## config.mk

```make
export PLATFORM = sky130hd
export DESIGN_NAME = pe_array_ctrl
export DESIGN_NICKNAME = d
export VERILOG_FILES = /design/src/rtl/pe_array_ctrl.sv
export SDC_FILE = /design/constraint.sdc
export NUM_CORES = 1
export LEC_CHECK = 0
export CORE_ASPECT_RATIO = 0.6
export CORE_UTILIZATION = 40
export CTS_CLUSTER_SIZE = 24
export DETAILED_ROUTE_END_ITERATION = 8
export PLACE_DENSITY = 0.65
export SKIP_CTS_REPAIR_TIMING = 1
export SLEW_MARGIN = 25
export SYNTH_ARGS = -nofsm -noshare
export SYNTH_HDL_FRONTEND = slang
export SYNTH_SLANG_ARGS = --single-unit
```

## constraint.sdc

```tcl
create_clock -name clk -period 3.06 [get_ports clk]
set_input_delay 0.612 -clock clk [delete_from_list [all_inputs] [get_ports clk]]
set_output_delay 0.612 -clock clk [all_outputs]
set_load 0.005 [all_outputs]
```

## src/rtl/pe_array_ctrl.sv

```systemverilog
// pe_array_ctrl
//   Sequencer for a ROWS x COLS weight-stationary systolic array.
//   Each job runs through these phases:
//     1. Preload one weight row per cycle.
//     2. Stream N ifmap/psum vectors.
//     3. Drain the array pipeline while flagging valid outputs.
//     4. Pulse done.
//   Every output is a flop. Each one is loaded from the next-state decode, so
//   outputs line up with the state that the FSM occupies in that cycle.
//
// Ports
//   clk          in   clock, rising edge
//   rst          in   synchronous active-high reset
//   start_i      in   job request, only honoured in IDLE
//   num_vec_i    in   vector count N, latched when start_i is accepted
//   abort_i      in   cancel the running job (no done pulse)
//   busy_o       out  high in every state except IDLE
//   done_o       out  one-cycle pulse at job completion
//   weight_en_o  out  PE weight register load enable
//   weight_row_o out  weight row being loaded / weight buffer read address
//   ifmap_en_o   out  PE ifmap enable and ifmap buffer read strobe
//   psum_en_o    out  PE psum enable (same as ifmap_en_o)
//   vec_idx_o    out  index of the vector streamed this cycle
//   obuf_wr_o    out  array output valid / output buffer write strobe

module pe_array_ctrl #(
  parameter int ROWS  = 4,
  parameter int COLS  = 4,
  parameter int VEC_W = 16
) (
  input  logic                    clk,
  input  logic                    rst,
  input  logic                    start_i,
  input  logic [VEC_W-1:0]        num_vec_i,
  input  logic                    abort_i,
  output logic                    busy_o,
  output logic                    done_o,
  output logic                    weight_en_o,
  output logic [$clog2(ROWS)-1:0] weight_row_o,
  output logic                    ifmap_en_o,
  output logic                    psum_en_o,
  output logic [VEC_W-1:0]        vec_idx_o,
  output logic                    obuf_wr_o
);

  // Cycles from an ifmap enable to the matching valid array output.
  localparam int LAT = ROWS + COLS - 1;
  localparam int RW  = $clog2(ROWS);

  typedef enum logic [2:0] {
    S_IDLE,
    S_LOAD_W,
    S_STREAM,
    S_DRAIN,
    S_DONE
  } state_t;

  state_t           r_state;
  state_t           w_state_nxt;
  logic [VEC_W-1:0] r_cnt;
  logic [VEC_W-1:0] w_cnt_nxt;
  logic [VEC_W-1:0] r_num;
  logic [VEC_W-1:0] w_num_nxt;
  logic             w_abort;

  logic             r_busy;
  logic             r_done;
  logic             r_wen;
  logic [RW-1:0]    r_row;
  logic             r_ifen;
  logic [VEC_W-1:0] r_idx;
  logic [LAT-1:0]   r_dly;

  // Abort only acts on a running job.
  // It wins over everything else, including a simultaneous start.
  assign w_abort = abort_i && (r_state != S_IDLE);

  // Next-state and counter logic.
  // One shared counter walks each phase:
  //   LOAD_W : weight rows
  //   STREAM : vectors
  //   DRAIN  : pipeline depth
  // The counter restarts from zero at every phase change.
  // A STREAM phase compares against N-1 and is never entered with N=0, so
  // N=2^VEC_W-1 completes without the counter wrapping.
  always_comb begin
    w_state_nxt = r_state;
    w_cnt_nxt   = r_cnt;
    w_num_nxt   = r_num;
    if (w_abort) begin
      w_state_nxt = S_IDLE;
      w_cnt_nxt   = '0;
    end else begin
      case (r_state)
        S_IDLE: begin
          w_cnt_nxt = '0;
          if (start_i && !abort_i) begin
            w_state_nxt = S_LOAD_W;
            w_num_nxt   = num_vec_i;
          end
        end
        S_LOAD_W: begin
          if (r_cnt == VEC_W'(ROWS - 1)) begin
            w_cnt_nxt   = '0;
            w_state_nxt = (r_num == '0) ? S_DONE : S_STREAM;
          end else begin
            w_cnt_nxt = r_cnt + 1'b1;
          end
        end
        S_STREAM: begin
          if (r_cnt == r_num - 1'b1) begin
            w_cnt_nxt   = '0;
            w_state_nxt = S_DRAIN;
          end else begin
            w_cnt_nxt = r_cnt + 1'b1;
          end
        end
        S_DRAIN: begin
          if (r_cnt == VEC_W'(LAT - 1)) begin
            w_cnt_nxt   = '0;
            w_state_nxt = S_DONE;
          end else begin
            w_cnt_nxt = r_cnt + 1'b1;
          end
        end
        S_DONE: begin
          w_cnt_nxt   = '0;
          w_state_nxt = S_IDLE;
        end
        default: begin
          w_cnt_nxt   = '0;
          w_state_nxt = S_IDLE;
        end
      endcase
    end
  end

  // State, counters and registered outputs.
  // Outputs are decoded from the next state, so they are valid in the same
  // cycle as the state they describe.
  // The delay line turns each ifmap enable into an output-valid strobe LAT
  // cycles later. It is emptied on abort so a cancelled job leaves nothing
  // behind.
  always_ff @(posedge clk) begin
    if (rst) begin
      r_state <= S_IDLE;
      r_cnt   <= '0;
      r_num   <= '0;
      r_busy  <= 1'b0;
      r_done  <= 1'b0;
      r_wen   <= 1'b0;
      r_row   <= '0;
      r_ifen  <= 1'b0;
      r_idx   <= '0;
      r_dly   <= '0;
    end else begin
      r_state <= w_state_nxt;
      r_cnt   <= w_cnt_nxt;
      r_num   <= w_num_nxt;
      r_busy  <= (w_state_nxt != S_IDLE);
      r_done  <= (w_state_nxt == S_DONE);
      r_wen   <= (w_state_nxt == S_LOAD_W);
      r_row   <= (w_state_nxt == S_LOAD_W) ? w_cnt_nxt[RW-1:0] : '0;
      r_ifen  <= (w_state_nxt == S_STREAM);
      r_idx   <= (w_state_nxt == S_STREAM) ? w_cnt_nxt : '0;
      if (w_abort) begin
        r_dly <= '0;
      end else begin
        r_dly <= {r_dly[LAT-2:0], r_ifen};
      end
    end
  end

  assign busy_o       = r_busy;
  assign done_o       = r_done;
  assign weight_en_o  = r_wen;
  assign weight_row_o = r_row;
  assign ifmap_en_o   = r_ifen;
  assign psum_en_o    = r_ifen;
  assign vec_idx_o    = r_idx;
  assign obuf_wr_o    = r_dly[LAT-1];

endmodule

```

==> qor.tcl <==
set qor(final_total_negative_setup_slack_ns) 0
set qor(antenna_found_initial) 0
set qor(outcome) {finished, violations left}
set qor(insertion_delay_ns) 0.33
set qor(gr-usage-all-layers_pct) 19.8
set qor(routed_wl_um) 6470
set qor(path_class) {flop to flop}
set qor(critPathTopFamily) {simple AND/OR/NAND/NOR gates}
set qor(routed_wire_length_per_instance_um) 14.0
set qor(dp.cells) 445
set qor(synth.top_cells.by_area) {sky130_fd_sc_hd__dfxtp_1 (44%), sky130_fd_sc_hd__xor2_1 (6.1%), sky130_fd_sc_hd__nand2_1 (5.0%), sky130_fd_sc_hd__a21oi_2 (4.6%), sky130_fd_sc_hd__xnor2_1 (4.3%)}
set qor(syn_avg_cell_area_sq_um) 8.95
set qor(clk_path_buf_depth) 2
set qor(layout-drive-gt1-share_pct) 12.3
set qor(final_estimated_routing_congestion_in_global_placement) 0.898
set qor(peakVddDrop_uv) 328
set qor(first_global_vias) 2205
set qor(design.portCount) 44
set qor(fp.dieArea_sq_um) 7560
set qor(share_of_total_power_in_combinational_logic_pct) 8.8
set qor(tritoncts.num_buffers) 9
set qor(synth-seq-cells) 64
set qor(cp.required_ns) 3.26
set qor(finalMaxSlewViolations) 0
set qor(final_util_pct) 54.9
set qor(die_height_um) 67.7
set qor(detailedRoute.firstPassIterationCount) 7
set qor(intPower_w) 0.00172
set qor(grt_pass1_wl_um) 11200
set qor(synthDominantCellAreaShare_pct) 44.5
set qor(htree_levels) 3
set qor(max_slew.worst_pin.slew_ns) 0.716
set qor(setup_violations) 0
set qor(power.switching_w) 0.000454
set qor(max_cap_violations) 0
set qor(path_clk_slew_ns) 0.05
set qor(cellLeakagePower_nw) 1.37
set qor(maxClockFrequency_mhz) 353
set qor(dr.first_iter.drc_count) 118
set qor(row_count) 23
set qor(power.sequential.fraction_pct) 39.8
set qor(setup.worst_path.end_class) {flop}
set qor(final_net_count) 392
set qor(swShare_pct) 20.9
set qor(async_reset_ff_share_pct) 0
set qor(start_util_pct) 42.2
set qor(drc_errors) 3
set qor(core_box_area_sq_um) 6820
set qor(worst_clock_skew_ns) 0.00377
set qor(areaGrowthSynthToFinish_pct) 30.0
set qor(grt_max_degree) 31
set qor(report.final.hold_viol_count) 0
set qor(synth_sequential_area_ratio_pct) 44.5
set qor(rsz_0062_raised_after_global_routing) {no}
set qor(io_buffers) 43
set qor(avgViaCountPerCell) 5.25
set qor(report.power.total_w) 0.00218
set qor(slowest_delay_ns) 0.54
set qor(chipWidth_um) 112
set qor(synth-warning-count) 0
set qor(clock_sink_count) 64
set qor(netlist.top_cell.by_area) {sky130_fd_sc_hd__dfxtp_1}
set qor(timing.final.crit_share_pct) 92.6
set qor(netlist-cell-type-count) 49
set qor(final_period_minus_worst_setup_slack_ns) 2.83
set qor(insertedDiodeCount) 0
set qor(hp-class) {flop to flop}
set qor(timing.critical_path.from_type) {flop}
set qor(cp_max_fo) 30
set qor(number_of_synthesized_flops_with_an_enable_pin) 0
set qor(synthFlopType) {sky130_fd_sc_hd__dfxtp_1}
set qor(cp_max_stage_cell) {sky130_fd_sc_hd__or4_1}
set qor(crit_path_cells) {inv_1, ha_2, or3b_2, or4_1, a21oi_2, o221ai_2, o31ai_4, buf_12, a21oi_1}
set qor(clock_power_share_pct) 51.4
set qor(stdcell_count) 461
set qor(clock-root-buffer) {sky130_fd_sc_hd__clkbuf_16}
set qor(place_hpwl_um) 4810
set qor(failed_checks) {design-rule violations}
set qor(power_density_nw_per_um2) 581
set qor(critical_path_arrival_ns) 3.04
set qor(slew_headroom_pct) 51.9
set qor(critical_path.n_buffers_inverters) 2
set qor(tritoncts) {yes}
set qor(synth.cell_area_sq_um) 2880
set qor(synth_fp_nets) 345
set qor(vias) 2418
set qor(ant_nets) 0
set qor(r2r_slack_ns) 0.23
set qor(post_synth_inst_count) 322
set qor(grt_overflow) 0
==> cells by family after synthesis <==
| kind of cell | synth area share [%] |
|---|---|
| AND/OR/NAND/NOR | 23.7 |
| buffers and inverters | 3.65 |
| XOR/XNOR | 11.1 |
| adder cells (fa/ha/maj) | 1.30 |
| AO/OA/AOI/OAI | 15.8 |
| flip-flops | 44.5 |
==> final cells by class <==
type | count | area [sq um]
clock buffers | 14 | 274
clock inverters | 2 | 60.1
fillers | 660 | 3070
inverters | 4 | 15.0
multi-input cells | 238 | 1500
flip-flops and latches | 64 | 1280
well taps | 87 | 109
repair buffers | 52 | 510
==> sequential cells by signal, indices dropped and copies added (netlist names) <==
register,flops
r_cnt,16
done_o,1
r_dly,7
vec_idx_o,16
weight_en_o,1
r_num,16
busy_o,1
weight_row_o,2
ifmap_en_o,1
r_state,3
==> per-stage QoR <==
stage,hold slack [ns],setup slack [ns],area (sq um)
after floorplan,0.406,0.351,2880
after global placement,0.408,0.279,3410
after detailed placement,0.413,0.194,3410
after CTS,0.425,0.187,3740
after global routing,0.429,0.0638,3750
final,0.422,0.227,3750
==> layout by cell type, fill, tap and decap left out, types with 2 or more instances in the layout <==
cell / count
sky130_fd_sc_hd__a211oi_1: 3
sky130_fd_sc_hd__a21o_1: 2
sky130_fd_sc_hd__a21oi_1: 24
sky130_fd_sc_hd__a21oi_2: 15
sky130_fd_sc_hd__and2_1: 9
sky130_fd_sc_hd__and3_1: 7
sky130_fd_sc_hd__buf_4: 8
sky130_fd_sc_hd__bufinv_16: 2
sky130_fd_sc_hd__clkbuf_1: 2
sky130_fd_sc_hd__clkbuf_16: 9
sky130_fd_sc_hd__clkbuf_8: 3
sky130_fd_sc_hd__clkdlybuf4s50_1: 43
sky130_fd_sc_hd__dfxtp_1: 64
sky130_fd_sc_hd__ha_1: 2
sky130_fd_sc_hd__inv_1: 4
sky130_fd_sc_hd__nand2_1: 38
sky130_fd_sc_hd__nand2b_1: 4
sky130_fd_sc_hd__nand3_1: 14
sky130_fd_sc_hd__nand3b_1: 2
sky130_fd_sc_hd__nand4_1: 7
sky130_fd_sc_hd__nor2_1: 30
sky130_fd_sc_hd__nor3_1: 12
sky130_fd_sc_hd__nor3b_1: 2
sky130_fd_sc_hd__nor4_1: 3
sky130_fd_sc_hd__o211ai_1: 2
sky130_fd_sc_hd__o21ai_0: 2
sky130_fd_sc_hd__or3_1: 2
sky130_fd_sc_hd__or3b_2: 2
sky130_fd_sc_hd__or4_1: 2
sky130_fd_sc_hd__xnor2_1: 14
sky130_fd_sc_hd__xor2_1: 20
==> synthesized netlist by cell type, types with 7 or more instances <==
cell and count:
sky130_fd_sc_hd__dfxtp_1 64, sky130_fd_sc_hd__nand2_1 38, sky130_fd_sc_hd__nor2_1 30, sky130_fd_sc_hd__a21oi_1 24, sky130_fd_sc_hd__xor2_1 20, sky130_fd_sc_hd__a21oi_2 15
sky130_fd_sc_hd__nand3_1 14, sky130_fd_sc_hd__xnor2_1 14, sky130_fd_sc_hd__nor3_1 12, sky130_fd_sc_hd__clkbuf_1 11, sky130_fd_sc_hd__and2_1 9, sky130_fd_sc_hd__and3_1 7
sky130_fd_sc_hd__nand4_1 7
==> power groups by stage <==
stage | Combinational, W | Sequential (W) | Clock (W)
final | 0.000191 | 0.000867 | 0.00112
after global routing | 0.000212 | 0.000868 | 0.00118
after CTS | 0.000190 | 0.000866 | 0.00115
after detailed placement | 0.000188 | 0.000883 | 0
after global placement | 0.000186 | 0.000883 | 0
after floorplan | 0.000127 | 0.000877 | 0
==> metal layers <==
metal	routed length, um	vias to the layer above	track usage (%)
li1	-	1214	-
met1	3390	1117	26.7
met5	0	-	0
met3	417	9	7.27
met2	2590	78	28.9
met4	81	0	7.09
==> worst register-to-register path, stage by stage (launching register included) <==
cell                       delay [ns]
sky130_fd_sc_hd__dfxtp_1         0.36
sky130_fd_sc_hd__inv_1           0.08
sky130_fd_sc_hd__ha_2            0.24
sky130_fd_sc_hd__or3b_2          0.50
sky130_fd_sc_hd__or4_1           0.54
sky130_fd_sc_hd__a21oi_2         0.17
sky130_fd_sc_hd__o221ai_2        0.16
sky130_fd_sc_hd__o31ai_4         0.34
sky130_fd_sc_hd__buf_12          0.23
sky130_fd_sc_hd__a21oi_1         0.10
==> path summary, 6_finish.rpt <==
kind / start / end / cells past startpoint
hold / removal: r_dly[2]$_SDFF_PP0_ / r_dly[3]$_SDFF_PP0_ / 1
setup reg to reg: r_num[0]$_SDFFE_PP0P_ / r_cnt[15]$_SDFF_PP0_ / 9
hold reg to reg: r_dly[2]$_SDFF_PP0_ / r_dly[3]$_SDFF_PP0_ / 1
setup / recovery: r_num[0]$_SDFFE_PP0P_ / r_cnt[15]$_SDFF_PP0_ / 9
Note: power is estimated with default switching activity, not from simulation.
